$ cat config.mk
export PLATFORM = sky130hd
export DESIGN_NAME = btn_debounce_multi
export DESIGN_NICKNAME = d
export VERILOG_FILES = /design/src/rtl/btn_debounce_multi.sv
export SDC_FILE = /design/constraint.sdc
export NUM_CORES = 1
export LEC_CHECK = 0
export CAP_MARGIN = 20
export CORE_UTILIZATION = 61
export CTS_CLUSTER_DIAMETER = 60
export DETAILED_ROUTE_END_ITERATION = 8
export PLACE_DENSITY = 0.8
export SETUP_SLACK_MARGIN = 0.1
export SYNTH_ARGS = -nofsm -noshare
export SYNTH_HDL_FRONTEND = slang
export SYNTH_SLANG_ARGS = --single-unit
$ cat constraint.sdc
create_clock -name clk -period 2.9 [get_ports clk]
set_input_delay 0.435 -clock clk [delete_from_list [all_inputs] [get_ports clk]]
set_output_delay 0.435 -clock clk [all_outputs]
set_load 0.05 [all_outputs]
$ cat src/rtl/btn_debounce_multi.sv
// N-channel push-button conditioner: sync, tick-sampled filter,
// edge pulses, long-press and auto-repeat pulses per channel.
//
// Ports:
//   clk      system clock (single domain)
//   rst      synchronous active-high reset, clears all state
//   i_btn    raw asynchronous button levels, active-high
//   o_level  debounced level per channel
//   o_rise   1-clk pulse on o_level 0->1
//   o_fall   1-clk pulse on o_level 1->0
//   o_long   1-clk pulse once per press after HOLD_TICKS ticks held
//   o_rep    1-clk pulse every REPEAT_TICKS ticks after o_long
module btn_debounce_multi #(
    parameter int N_CH         = 4,
    parameter int TICK_DIV     = 100_000,
    parameter int DEPTH        = 8,
    parameter int HOLD_TICKS   = 1000,
    parameter int REPEAT_TICKS = 200
) (
    input  logic            clk,
    input  logic            rst,
    input  logic [N_CH-1:0] i_btn,
    output logic [N_CH-1:0] o_level,
    output logic [N_CH-1:0] o_rise,
    output logic [N_CH-1:0] o_fall,
    output logic [N_CH-1:0] o_long,
    output logic [N_CH-1:0] o_rep
);

    localparam int CW = (TICK_DIV > 1) ? $clog2(TICK_DIV) : 1;
    localparam int HW = $clog2(HOLD_TICKS + REPEAT_TICKS + 1);
    localparam bit REP_EN = (REPEAT_TICKS > 0);

    localparam logic [CW-1:0] C_TOP  = CW'(TICK_DIV - 1);
    localparam logic [HW:0]   C_HOLD = (HW + 1)'(HOLD_TICKS);
    localparam logic [HW:0]   C_WRAP = (HW + 1)'(HOLD_TICKS + REPEAT_TICKS);

    logic [N_CH-1:0] r_sync1;
    logic [N_CH-1:0] r_sync2;
    logic [CW-1:0]   r_pre;
    logic            w_tick;

    always_ff @(posedge clk) begin
        if (rst) begin
            r_sync1 <= '0;
            r_sync2 <= '0;
        end else begin
            r_sync1 <= i_btn;
            r_sync2 <= r_sync1;
        end
    end

    assign w_tick = (r_pre == C_TOP);

    always_ff @(posedge clk) begin
        if (rst || w_tick) begin
            r_pre <= '0;
        end else begin
            r_pre <= r_pre + CW'(1);
        end
    end

    for (genvar g = 0; g < N_CH; g++) begin : g_ch
        logic [DEPTH-1:0] r_sr;
        logic             r_level;
        logic             r_rise;
        logic             r_fall;
        logic             r_long;
        logic             r_rep;
        logic [HW-1:0]    r_hold;

        logic [DEPTH-1:0] w_sr_nx;
        logic             w_lvl_nx;
        logic [HW:0]      w_hold_inc;

        assign w_sr_nx    = {r_sr[DEPTH-2:0], r_sync2[g]};
        assign w_hold_inc = {1'b0, r_hold} + (HW + 1)'(1);

        always_comb begin
            w_lvl_nx = r_level;
            if (&w_sr_nx) begin
                w_lvl_nx = 1'b1;
            end else if (~|w_sr_nx) begin
                w_lvl_nx = 1'b0;
            end
        end

        always_ff @(posedge clk) begin
            r_rise <= 1'b0;
            r_fall <= 1'b0;
            r_long <= 1'b0;
            r_rep  <= 1'b0;
            if (rst) begin
                r_sr    <= '0;
                r_level <= 1'b0;
                r_hold  <= '0;
            end else begin
                if (w_tick) begin
                    r_sr    <= w_sr_nx;
                    r_level <= w_lvl_nx;
                    r_rise  <= w_lvl_nx & ~r_level;
                    r_fall  <= ~w_lvl_nx & r_level;
                end
                // A release on this tick wins over any long/repeat pulse.
                if (!r_level || (w_tick && !w_lvl_nx)) begin
                    r_hold <= '0;
                end else if (w_tick) begin
                    if (w_hold_inc == C_HOLD) begin
                        r_hold <= C_HOLD[HW-1:0];
                        r_long <= 1'b1;
                    end else if (!REP_EN && ({1'b0, r_hold} == C_HOLD)) begin
                        r_hold <= r_hold;
                    end else if (REP_EN && (w_hold_inc == C_WRAP)) begin
                        // Reload so the next repeat is REPEAT_TICKS away.
                        r_hold <= C_HOLD[HW-1:0];
                        r_rep  <= 1'b1;
                    end else begin
                        r_hold <= w_hold_inc[HW-1:0];
                    end
                end
            end
        end

        assign o_level[g] = r_level;
        assign o_rise[g]  = r_rise;
        assign o_fall[g]  = r_fall;
        assign o_long[g]  = r_long;
        assign o_rep[g]   = r_rep;
    end

endmodule

# ---- Word level (Yosys, flattened, before mapping)
# Index checks and enable logic that the tools add are counted.
dict set report totals {
  ff_bits 117
  input_bits 6
  output_inout_bits 20
  wordCells 124
}
dict set report op_classes {
  n_addsub 5
  eq_ne 9
  mux 24
  n_bitwise 17
  reduce_logical 38
}
# operator count
set op_table {}
lappend op_table {{11-bit 2-to-1 mux} 8}
lappend op_table {{11-bit by 1-bit adder with 12-bit output (second input constant)} 4}
lappend op_table {{12-bit by 10-bit == test with 1-bit output (second input constant)} 4}
lappend op_table {{12-bit by 11-bit == test with 1-bit output (second input constant)} 4}
lappend op_table {{8-bit AND reduction} 4}
lappend op_table {{8-bit OR reduction} 4}
lappend op_table {{17-bit by 1-bit adder with 17-bit output (second input constant)} 1}
lappend op_table {{17-bit == test (second input constant)} 1}
lappend op_table {{1-bit 2-to-1 mux} 16}
lappend op_table {{4-bit OR reduction} 4}
lappend op_table {{3-bit OR reduction} 4}
lappend op_table {{2-bit OR reduction} 5}
lappend op_table {{1-bit NOT} 9}
lappend op_table {{1-bit bitwise AND} 8}
lappend op_table {{1-bit logical NOT} 8}
lappend op_table {{1-bit logical OR} 5}
lappend op_table {{1-bit logical AND} 4}

# ---- Longest topological paths before layout
dict set report logic_depth {
  word_depth 7
  ltp_mapped 9
  depth_no_buf 7
}

# ---- Worst setup path after synthesis
# No wires, ideal clock.
dict set report synth_timing {
  path_type {reg-to-reg}
  start {register g_ch[0].r_hold[0]}
  end {register g_ch[0].r_hold[8]}
  setup_ns 0.060
  arrival_ns 2.290
  t_required_ns 2.840
  setup_slack_ns 0.550
  path_stages_with_launch 8
  path_buffers 1
  synth_period_minus_slack_ns 2.350
  cell_sequence {dfxtp_1 -> nand2_2 -> or4_1 -> a221o_1 -> or4b_4 -> buf_6 -> a21oi_2 -> o221a_1}
}
dict set report synth_between {
  elab_chain_len 4
  word_cells_on_any_way 5
  classes_between {add/sub (1); eq/ne (2); mux (2)}
}
# item line_no
set synth_rtl {}
lappend synth_rtl {{start, declared} 70} ;# logic [HW-1:0] r_hold;
lappend synth_rtl {{start signal, assigned} 109} ;# r_hold <= C_HOLD[HW-1:0];
lappend synth_rtl {{start signal, assigned} 112} ;# r_hold <= r_hold;
lappend synth_rtl {{start signal, assigned} 115} ;# r_hold <= C_HOLD[HW-1:0];
lappend synth_rtl {{11-bit by 1-bit adder with 12-bit output *} 77} ;# assign w_hold_inc = {1'b0, r_hold} + (HW + 1)'(1);
lappend synth_rtl {{12-bit by 11-bit == test with 1-bit output} 113} ;# end else if (REP_EN && (w_hold_inc == C_WRAP)) begin
lappend synth_rtl {{11-bit 2-to-1 mux} 113}
lappend synth_rtl {{11-bit 2-to-1 mux *} 108} ;# if (w_hold_inc == C_HOLD) begin
# Mark *: on every way between the ends. The rest lies on a longest branch, timed or not.
# A chain may end at the register's enable or synchronous reset.

# ---- Worst setup path after layout
dict set report layout_timing {
  start {register g_ch[0].r_hold[3]}
  end {register g_ch[0].r_hold[8]}
}
# Same word-level chain as after synthesis.

==> summary.txt <==
Run status
  • Status: complete, no violations

Layout
  • Nets: 731
  • Area Overhead vs Synth: 13.1%
  • Antenna diodes: 0
  • Share of layout cells above drive strength 1: 0.0902
  • Highest-count cells in the layout ignoring fill and taps: dfxtp_1 (117), nand2_1 (108), nor2_1 (57), a21oi_1 (55), nand3_1 (43)
  • Post-Layout Cell Count: approximately 860
  • Commonest non-fill, non-tap cell in the layout: dfxtp_1

Pwr
  • Pleak: 0.00214 uW
  • Total power: about 3600 uW
  • Clock group share of total power: 0.541
  • Share of power burned in registers: 0.449
  • Comb pwr share: 0.010
  • PD cells: 551 nW/um2
  • Sw frac: 0.207
  • Pint: 2870 uW
  • Worst VDD drop: 0.554 mV
  • Net Sw Power: 750 uW

Clock tree
  • CTS resizes: 0
  • H-tree levels: 4
  • Clk sink count: 117
  • CTS Root Cell: clkbuf_8
  • Hold_buf cts: 0
  • Clock Pin Slew Worst Setup and Hold Paths: 0.06 ns
  • Clock Path Buffers: 2
  • Worst-skew pair later-pin latency: 0.52 ns
  • Setup bufs post-CTS: 0
  • CTS tree: built
  • TritonCTS buffer count: 17

Synth
  • Seq cells post-synth: between 100 and 150
  • Post-synthesis adder-cell area fraction: 0.0108
  • Post-Synthesis Cells: 729
  • Synth cell types: ~60
  • Synth Area in Simple Gates: 0.313
  • Asr flop ratio synth: 0
  • Multiplexer area fraction after synthesis: 0.00345
  • Syn. warnings: 0
  • Post-synth design cell area: 5810 um2
  • Xor and xnor area share after synthesis: 0.0558
  • Post-synthesis sequential area ratio: 0.403
  • EDFF count, synth: 0
  • Largest family of logic cells by synthesized area: simple AND/OR/NAND/NOR gates
  • Synth Net Count: between 700 and 800
  • Syn avg cell area: 7.96 um2
  • Most used DFF post-synth: dfxtp_1
  • Synth Area in Compound Gates: 0.144

Critical path
  • Slowest-stage cell, CP: or4b_4
  • Critical path's largest stage delay: 0.60 ns
  • CP arrival: 2.98 ns
  • CP top delay family: simple AND/OR/NAND/NOR gates
  • WS Path Type: register to register
  • Critical Path Start Type: register
  • CP bufs+invs: 0
  • Reg2reg setup slack: 0.37 ns
  • Maximum fanout along the worst path: 10
  • Crit path capture type: register
  • Critical Path, Cell by Cell: nand4_1, or3_1, a221o_1, or4b_4, a21oi_2, o221a_1
  • Critical Path RT: between 3 and 4 ns

Route
  • Routed vias: between 5000 and 6000
  • Drt wl/cell: between 10 and 15 um
  • DRT antenna net count: 0
  • TritonRoute pass-1 iters: 5
  • 1st-iter DRT viols: 182
  • Routed WL: roughly 12000 um
  • Routed vias/inst: 5.95
  • DRC Markers: 0

Place
  • Placed insts: 830
  • I/O Buffers: 25
  • DP HPWL: 8320 um
  • Gpl congestion: 0.889

STA
  • Final Slew Violations: 0
  • Hold Fails Final Rpt: 0
  • Least-Margin Pin Slew: about 0.86 ns
  • Hold_ws: 0.439 ns
  • Slew headroom: 0.421
  • RSZ-0062 raised after global routing: no
  • Minimum clock period: 2.53 ns
  • Setup tns final: 0 ns
  • Setup violations, final: 0
  • Peak Freq: 395 MHz
  • Period utilization: 0.872
  • Layout Skew: ~0.011 ns

Die
  • Die X: ~100 um
  • Row cnt: 35
  • I/O pin cnt: 26
  • Initial core utilization: 0.628
  • Die height: 99.6 um
  • Die footprint: 9910 um2
  • Core box area: between 9000 and 10000 um2

Flow run
  • Max-Cap Viols: 0

GRT
  • Gr usage total: 0.262
  • Initial antenna violation count: 0
  • First-pass GRT wire length: ~21000 um
  • Vias in the first global route: 4676
  • Grt total ovfl: 0
  • Pin count of the biggest net entering global routing: 40

Hold path
  • Hold crit path type: register to register
[worst paths after layout]
kind | start | end | cells past startpoint
worst max-delay path | g_ch[0].r_hold[3] | g_ch[0].r_hold[8] | 6
worst min-delay path | r_sync1[3] | r_sync2[3] | 1
worst max register to register | g_ch[0].r_hold[3] | g_ch[0].r_hold[8] | 6
worst min register to register | r_sync1[3] | r_sync2[3] | 1
[power by group through the flow]
stage | Combinational [uW] | Clock (uW) | Sequential [uW]
3_3_place_gp | 34.9 | 0 | 1660
3_5_place_dp | 35.7 | 0 | 1660
6_report | 35.9 | 1960 | 1620
4_1_cts | 36.0 | 1990 | 1620
5_1_grt | 41.1 | 2060 | 1620
2_1_floorplan | 23.7 | 0 | 1660
[cell usage after synthesis (2+ instances only)]
cell	n	area (um2)
xor2_1	21	184
a21oi_2	2	17.5
buf_4	25	188
buf_2	3	15.0
or3_1	8	50.1
mux2i_1	2	20.0
nor2b_1	13	81.3
nand3b_1	2	15.0
o221a_1	2	22.5
a22oi_1	2	15.0
or4_1	4	30.0
o22ai_1	2	12.5
and4b_1	2	20.0
nand2b_1	3	18.8
o21ai_1	2	10.0
and3_1	14	87.6
and4_1	9	78.8
nand3_1	43	215
a211oi_1	8	60.1
a21boi_0	3	22.5
dfxtp_1	117	2340
nor2_1	57	214
o221a_2	7	78.8
a21oi_1	55	275
xnor2_1	16	140
nor4_1	17	106
nand4_1	30	188
ha_1	5	62.6
inv_1	11	41.3
or2_2	2	12.5
buf_1	2	7.51
o21ai_0	21	105
a31oi_1	6	37.5
nand4b_1	3	26.3
nor3_1	23	115
nor4b_1	3	26.3
o31ai_1	7	52.6
nand2_1	108	405
o211ai_1	5	37.5
and2_1	6	37.5
clkbuf_1	38	143
[area by class of cell]
class	count	area, um2
Fill cell	745	2680
Clock buffer	19	432
Multi-Input combinational cell	532	3060
Inverter	11	41.3
Sequential cell	117	2340
Clock inverter	12	133
Tap cell	129	161
Timing Repair Buffer	41	395
[metal layers]
layer | part of all wire | wire [um] | GRT usage
met1 | 0.45 | 5610 | 0.323
met3 | 0.047 | 581 | 0.0625
met2 | 0.48 | 5950 | 0.434
met4 | 0.018 | 225 | 0.120
met5 | 0 | 0 | 0
[cell families (layout without fill, tap and decap cells)]
family,Yosys count,count (layout)
and+or+nand+nor,356,356
adders and majority gates,5,5
buffers and inverters,80,83
AOI/OAI and AO/OA,132,132
muxes,2,2
DFF,117,117
xor gates and xnor gates,37,37
[registers in the layout, indices dropped and copies added, names as in the netlist]
register,cells
g_ch.r_long,4
g_ch.r_level,4
g_ch.r_rep,4
r_pre,17
r_sync1,4
g_ch.r_hold,44
r_sync2,4
g_ch.r_sr,28
g_ch.r_rise,4
g_ch.r_fall,4
[through the flow]
stage / area (um2) / utilization / setup WS [ns]
CTS: 6560 / 0.710 / 0.390
finish: 6560 / 0.710 / 0.370
global route: 6560 / 0.710 / 0.206
global placement: 6000 / 0.649 / 0.526
detailed placement: 6000 / 0.649 / 0.407
floorplan: 5810 / - / 0.550
(Power assumes the default switching activity.)
